==> config.mk <==
export PLATFORM = sky130hd
export DESIGN_NAME = parallax_sequencer
export DESIGN_NICKNAME = d
export VERILOG_FILES = /design/src/rtl/parallax_sequencer.sv
export SDC_FILE = /design/constraint.sdc
export NUM_CORES = 1
export LEC_CHECK = 0
export ABC_CLOCK_PERIOD_IN_PS = 3780
export CORE_MARGIN = 4
export CORE_UTILIZATION = 23
export DETAILED_ROUTE_END_ITERATION = 16
export PLACE_DENSITY = 0.42
export SLEW_MARGIN = 5
export SYNTH_ARGS = -nofsm -noshare
export SYNTH_HDL_FRONTEND = slang
export SYNTH_SLANG_ARGS = --single-unit
==> constraint.sdc <==
create_clock -name clk -period 3.78 [get_ports clk]
set_clock_uncertainty 0.05 [all_clocks]
set_input_delay 0.756 -clock clk [delete_from_list [all_inputs] [get_ports clk]]
set_output_delay 0.756 -clock clk [all_outputs]
set_load 0.1 [all_outputs]
==> src/rtl/parallax_sequencer.sv <==
// rtl/parallax_sequencer.sv - VGA timing, frame sequencing and per-layer scroll offsets
// Optional vblank interrupt is built only when PARALLAX_SEQ_IRQ_EN is defined.
module parallax_sequencer #(
  parameter int H_ACTIVE = 640,
  parameter int H_FP     = 16,
  parameter int H_SYNC   = 96,
  parameter int H_BP     = 48,
  parameter int V_ACTIVE = 480,
  parameter int V_FP     = 10,
  parameter int V_SYNC   = 2,
  parameter int V_BP     = 33,
  parameter int CLK_DIV  = 1,
  parameter int LAYERS   = 4,
  parameter int SCROLL_W = 10
) (
  input  logic                                        clk,
  input  logic                                        reset,
  input  logic                                        enable,
  input  logic                                        cfg_we,
  input  logic [(LAYERS > 1 ? $clog2(LAYERS) : 1)-1:0] cfg_addr,
  input  logic [3:0]                                  cfg_wdata,
  output logic                                        pix_en,
  output logic [9:0]                                  px_x,
  output logic [9:0]                                  px_y,
  output logic                                        hsync,
  output logic                                        vsync,
  output logic                                        active,
  output logic                                        frame_start,
  output logic [LAYERS*SCROLL_W-1:0]                  scroll,
  output logic                                        irq,
  input  logic                                        irq_ack
);

  localparam int H_TOT = H_ACTIVE + H_FP + H_SYNC + H_BP;
  localparam int V_TOT = V_ACTIVE + V_FP + V_SYNC + V_BP;
  localparam int DW    = (CLK_DIV > 1) ? $clog2(CLK_DIV) : 1;

  localparam logic [DW-1:0] DIV_LAST = DW'(CLK_DIV - 1);
  localparam logic [9:0] X_LAST   = 10'(H_TOT - 1);
  localparam logic [9:0] Y_LAST   = 10'(V_TOT - 1);
  localparam logic [9:0] HS_START = 10'(H_ACTIVE + H_FP);
  localparam logic [9:0] HS_END   = 10'(H_ACTIVE + H_FP + H_SYNC);
  localparam logic [9:0] VS_START = 10'(V_ACTIVE + V_FP);
  localparam logic [9:0] VS_END   = 10'(V_ACTIVE + V_FP + V_SYNC);
  localparam logic [9:0] X_ACT    = 10'(H_ACTIVE);
  localparam logic [9:0] Y_ACT    = 10'(V_ACTIVE);

  logic [DW-1:0]       div_q, div_d;
  logic                pix_en_q, pix_en_d;
  logic [9:0]          x_q, x_d, y_q, y_d;
  logic                hs_q, hs_d, vs_q, vs_d, act_q, act_d, fs_q, fs_d;
  logic                irq_q, irq_d;
  logic [3:0]          speed_q  [LAYERS];
  logic [SCROLL_W-1:0] scroll_q [LAYERS];
  logic [SCROLL_W-1:0] scroll_d [LAYERS];
  logic                adv, line_end, frame_end;

  // pix_en_q marks the cycle whose closing edge advances the counters,
  // so sync/active decode from the next-count values stays aligned with px_x/px_y.
  always_comb begin
    div_d     = '0;
    pix_en_d  = 1'b0;
    x_d       = '0;
    y_d       = '0;
    adv       = enable && pix_en_q;
    line_end  = (x_q == X_LAST);
    frame_end = adv && line_end && (y_q == Y_LAST);
    if (enable) begin
      div_d    = (div_q == DIV_LAST) ? '0 : div_q + DW'(1);
      pix_en_d = (div_d == DIV_LAST);
      x_d      = x_q;
      y_d      = y_q;
      if (adv) begin
        if (line_end) begin
          x_d = '0;
          y_d = (y_q == Y_LAST) ? '0 : y_q + 10'd1;
        end else begin
          x_d = x_q + 10'd1;
        end
      end
    end
    hs_d  = !((x_d >= HS_START) && (x_d < HS_END));
    vs_d  = !((y_d >= VS_START) && (y_d < VS_END));
    act_d = (x_d < X_ACT) && (y_d < Y_ACT);
    fs_d  = frame_end;
  end

  always_comb begin
    for (int i = 0; i < LAYERS; i++) begin
      scroll_d[i] = scroll_q[i];
      if (frame_end) begin
        scroll_d[i] = scroll_q[i] + SCROLL_W'($signed(speed_q[i]));
      end
    end
  end

`ifdef PARALLAX_SEQ_IRQ_EN
  localparam logic [9:0] Y_IRQ_PREV = 10'(V_ACTIVE + V_FP - 1);
  logic irq_set;
  always_comb begin
    irq_set = adv && line_end && (y_q == Y_IRQ_PREV);
    irq_d   = irq_set || (irq_q && !irq_ack);
  end
`else
  logic irq_ack_unused;
  assign irq_ack_unused = irq_ack;
  assign irq_d          = 1'b0;
`endif

  always_ff @(posedge clk or posedge reset) begin
    if (reset) begin
      div_q    <= '0;
      pix_en_q <= 1'b0;
      x_q      <= '0;
      y_q      <= '0;
      hs_q     <= 1'b1;
      vs_q     <= 1'b1;
      act_q    <= 1'b1;
      fs_q     <= 1'b0;
      irq_q    <= 1'b0;
      for (int i = 0; i < LAYERS; i++) begin
        speed_q[i]  <= '0;
        scroll_q[i] <= '0;
      end
    end else begin
      div_q    <= div_d;
      pix_en_q <= pix_en_d;
      x_q      <= x_d;
      y_q      <= y_d;
      hs_q     <= hs_d;
      vs_q     <= vs_d;
      act_q    <= act_d;
      fs_q     <= fs_d;
      irq_q    <= irq_d;
      for (int i = 0; i < LAYERS; i++) begin
        scroll_q[i] <= scroll_d[i];
      end
      if (cfg_we && (32'(cfg_addr) < LAYERS)) begin
        speed_q[cfg_addr] <= cfg_wdata;
      end
    end
  end

  for (genvar g = 0; g < LAYERS; g++) begin : g_scroll
    assign scroll[g*SCROLL_W +: SCROLL_W] = scroll_q[g];
  end

  assign pix_en      = pix_en_q;
  assign px_x        = x_q;
  assign px_y        = y_q;
  assign hsync       = hs_q;
  assign vsync       = vs_q;
  assign active      = act_q;
  assign frame_start = fs_q;
  assign irq         = irq_q;

endmodule

==> metrics, run 1 <==
area growth from synthesis to layout 27.72%; largest net degree at the start of global routing 73; 1st-iter DRT viols 83; status completed; Cell variety after synth 52; most numerous cell in the Yosys netlist dfrtp_1; mapped cell area 4856 um^2; Tmin final 2.880 ns; Final Worst Setup Slack 0.9004 ns; CP Data Required Time 2.97 ns; worst hold-check path type reg -> reg; Num CTS Buffers 9; Post-DP HPWL 8508 um; Reg clk slew, reported paths 0.06 ns; pre-CTS WS 0.7273 ns; Setup Crit Path Kind reg -> out; vias in the first global route 3,817; Tightest Pin Transition 1.027 ns; Core ar. 20,490 um^2; VDD IR max 0.0001849 V; synth cell count leaders dfrtp_1, nand2_1, o21ai_0; register area share after synthesis 41.82%; htree depth 3; fin crit share 76.18%; Post-CTS Hold Fix Bufs 0; Worst slew margin 31.30%; crit end category output pin; via count 3,758; internal power 1.606 mW; worst min-delay path endpoint scroll[39]; Final TNS setup 0 ns; initial antenna violation count 0; full die area 23,500 um^2; vias per cell 4.406; CP Max Fanout 10; port bufs 74; row count 52; post-synth top area share 40.20%; RSZ-0062 raised after global routing false; Nets 632; drt first pass iters 4; EDFF count, synth 0; met3 wire length 700 um; slowest CP cell clkdlybuf4s50_1; residual DRC count 0; Reg2Reg Capture Point scroll[19]; Critical Path Start Type flip-flop; Synth Area per Inst 9.597 um^2; total track usage 10.42%; Post-Syn Instances 506; antenna diode count 0; Core Util, Final 30.26%; WP buf/inv 1; Static Leak 2.549 nW; Initial Util 23.69%; post-synthesis register bit count 81; Async SR Flop Fraction 100.0%; Fmax 347.3 MHz; final instance area 6202 um^2; Synthesis Warnings 0; setup repair bufs after CTS 0; clk buf depth 2; Top Metal Used met4; hold path start scroll[39]; clk sink count 81; wire length per cell 13.88 um; Fin. Hold Viols 0; power per cell area 350.6 nW/um^2; Worst EP arrival 2.07 ns; Slew Limit Fails 0; CTS tree built; r2r setup slk 1.05 ns; Final ANT Viol Nets 0; Met2 Wirelength 5280 um; Hold Path Depth 1; hold slack 0.4221 ns; worst-skew pair later-pin latency 0.35 ns; root buf cell clkbuf_16; Placement Cell Area 5883 um^2; horizontal die dimension 153.3 um; NetSw 0.5684 mW; io pins 77; Synth area leaders dfrtp_1, ha_1, xnor2_1, o21ai_0, nand2_1; cts repair resizes 0; GP Congestion 0.8329; CP peak stage delay 1.20 ns; crit path cell chain clkdlybuf4s50_1; layout cell share with drive strength beyond 1 8.405%; reg2reg start px_x[6]; final wirelength 11,840 um; Die Span Y 153.3 um; clock network power share 43.9%; cell family with most CP delay buffers and inverters; share of power burned in registers 43.4%; global-route wire length before repair 19,940 um; setup violators final 0; ys flop type dfrtp_1; total gr overflow 0; worst-case reg-to-reg path depth 6; max_cap viols 0; Routed met1 length 5758 um; switching portion of total power 26.14%; Critical Path Source px_x[4]; Comb power frac 12.6%; Mapped Nets 560; post-synth top area cell dfrtp_1
final cells by class:
| class | instances | area, um^2 |
|---|---|---|
| multi-input cells | 380 | 2636 |
| inverters | 29 | 110.1 |
| clock buffers | 10 | 229.0 |
| fillers | 2158 | 14290 |
| flip-flops and latches | 81 | 2031 |
| repair buffers | 77 | 768.2 |
| clock inverters | 6 | 90.09 |
| well taps | 270 | 337.8 |
flip-flops by register name (all words and copies together), names as in the netlist:
signal,flops
hsync,1
active,1
px_y,10
vsync,1
px_x,10
pix_en,1
speed_q,16
frame_start,1
scroll,40
layout by cell type (no fill, tap or decap), drive strengths merged, types with 5 or more instances in the layout:
cell type / n
dfrtp: 78
clkdlybuf4s50: 71
nand2: 58
o21ai: 51
ha: 39
nor2: 37
xnor2: 32
inv: 29
a21oi: 25
xor2: 18
nand3: 17
mux2: 16
nand2b: 11
clkbuf: 10
nand4: 8
buf: 6
and2: 5
nor3: 5
power groups by stage:
stage	Combinational, mW	Sequential (mW)	Clock (mW)
after CTS	0.280	0.946	0.999
after detailed placement	0.278	0.962	0
after global routing	0.317	0.951	1.03
after floorplan	0.206	0.961	0
final	0.275	0.944	0.955
after global placement	0.272	0.960	0
per-layer routing:
| layer | vias to the layer above | GRT usage (%) |
|---|---|---|
| li1 | 1900 | - |
| met1 | 1771 | 13.71 |
| met2 | 77 | 16.18 |
| met3 | 10 | 4.297 |
| met4 | 0 | 2.079 |
| met5 | - | 0 |
cell families after synthesis:
group | Yosys count | share of synthesized area (%)
other cells | 1 | 0.07723
xor+xnor | 50 | 9.018
compound gates | 97 | 11.57
simple gates | 169 | 17.37
mux | 20 | 4.535
flops | 81 | 41.82
fa+ha+maj | 43 | 11.70
buf+inv | 45 | 3.916
through the flow:
stage | cells | total power, mW
floorplan | 506 | 1.167
global placement | 837 | 1.233
detailed placement | 837 | 1.240
CTS | 853 | 2.224
global route | 853 | 2.299
finish | 853 | 2.174
worst max path at each step:
stage                        to  cells past startpoint  slack, ns
global placement     scroll[19]                      7       0.75
CTS                     px_x[4]                      1       0.88
global route         scroll[39]                      9       0.75
detailed placement   scroll[39]                      7       0.73
finish                  px_x[4]                      1       0.90
floorplan           frame_start                      1       0.90
Note: power is estimated with default switching activity, not from simulation.
==> run 2, diff against run 1 <==
Settings changed: ABC_CLOCK_PERIOD_IN_PS 3780 to 2370, PLACE_DENSITY 0.42 to 0.43.
Clock period 3.78 ns to 2.37 ns, I/O delays scaled along.
==> metrics, run 2 (synthesis gave the netlist of run 1 again) <==
Nets 659; worst hold-check path type reg -> reg; Core ar. 20,490 um^2; setup violators final 0; Reg clk slew, reported paths 0.06 ns; 1st-iter DRT viols 73; Post-DP HPWL 8873 um; CP Max Fanout 9; residual DRC count 0; total gr overflow 0; RSZ-0062 raised after global routing false; root buf cell clkbuf_16; initial antenna violation count 0; Final TNS setup 0 ns; global-route wire length before repair 20,460 um; max reg flops 40; htree depth 3; Worst EP arrival 2.43 ns; vias in the first global route 4,047; Slew Limit Fails 0; VDD IR max 0.0003083 V; Die Span Y 153.3 um; Core Util, Final 30.95%; GP Congestion 0.8198; drt first pass iters 4; Fin. Hold Viols 0; crit end category flip-flop; Initial Util 23.69%; Critical Path Start Type flip-flop; Fmax 454.0 MHz; io pins 77; Final ANT Viol Nets 0; clk buf depth 2; largest net degree at the start of global routing 82; total track usage 10.65%; Post-CTS Hold Fix Bufs 0; worst-skew pair later-pin latency 0.34 ns; final wirelength 12,120 um; via count 3,920; CP Data Required Time 2.59 ns; vias per cell 4.455; horizontal die dimension 153.3 um; cts repair resizes 0; Tmin final 2.202 ns; wire length per cell 13.77 um; row count 52; Total Power 3.352 mW; CTS tree built; antenna diode count 0; commonest non-fill, non-tap cell in the layout buf_4; most frequent cells in the layout buf_4, nand2_1, o21ai_0, dfrtp_1, ha_1; fin crit share 92.93%; layout cell share with drive strength beyond 1 29.34%; Setup Crit Path Kind reg -> reg; Static Leak 2.728 nW; power per cell area 528.4 nW/um^2; area growth from synthesis to layout 30.64%; port bufs 74; setup repair bufs after CTS 0; status completed; clk sink count 81; full die area 23,500 um^2; max_cap viols 0; Num CTS Buffers 9; Final Worst Setup Slack 0.1675 ns; pre-CTS WS -0.1737 ns
[run 2: final timing paths]
| path | slack (ns) | from | to | cells past startpoint |
|---|---|---|---|---|
| worst max-delay path | 0.17 | px_x[6] | active | 6 |
| worst min-delay path | 0.43 | scroll[9] | scroll[9] | 1 |
| worst max register to register | 0.17 | px_x[6] | active | 6 |
| worst min register to register | 0.43 | scroll[9] | scroll[9] | 1 |
| max in group asynchronous | 1.32 | reset | px_y[3] | 3 |
| min in group asynchronous | 0.54 | reset | px_x[9] | 3 |
[run 2: critical path, stage by stage (launching register included)]
cell and delay, ns:
dfrtp_4 0.53, nand4bb_2 0.31, or4b_4 0.55, o21ai_4 0.29, nor2_2 0.07, and4bb_1 0.23
nor3_2 0.11
[run 2: per-stage QoR]
| step | cell area (um^2) | hold slack [ns] | cells |
|---|---|---|---|
| floorplan | 4951 | 0.4336 | 506 |
| global placement | 6037 | 0.4256 | 864 |
| detailed placement | 6037 | 0.4259 | 864 |
| CTS | 6325 | 0.4420 | 880 |
| global route | 6344 | 0.4443 | 880 |
| finish | 6344 | 0.4308 | 880 |
[run 2: routing by layer]
layer / GRT usage (%) / share of wire [%] / routed length, um / vias to the layer above
li1: - / - / - / 1964
met4: 2.588 / 0.98 / 119 / 0
met5: 0 / 0 / 0 / -
met3: 3.534 / 5.5 / 662 / 10
met2: 16.85 / 45 / 5492 / 77
met1: 14.09 / 48 / 5847 / 1869
[run 2: power breakdown]
group / switching, mW / internal, mW
logic: 0.250 / 0.209
clock network: 0.635 / 0.751
registers: 0.0673 / 1.44
[run 2: area by class of cell]
type	count	area, um^2
multi-input combinational	380	2674
fill	2149	14150
tap	270	337.8
clock inverter	6	48.80
clock buffer	10	239.0
timing repair buffer	104	840.8
inverter	29	115.1
sequential	81	2088
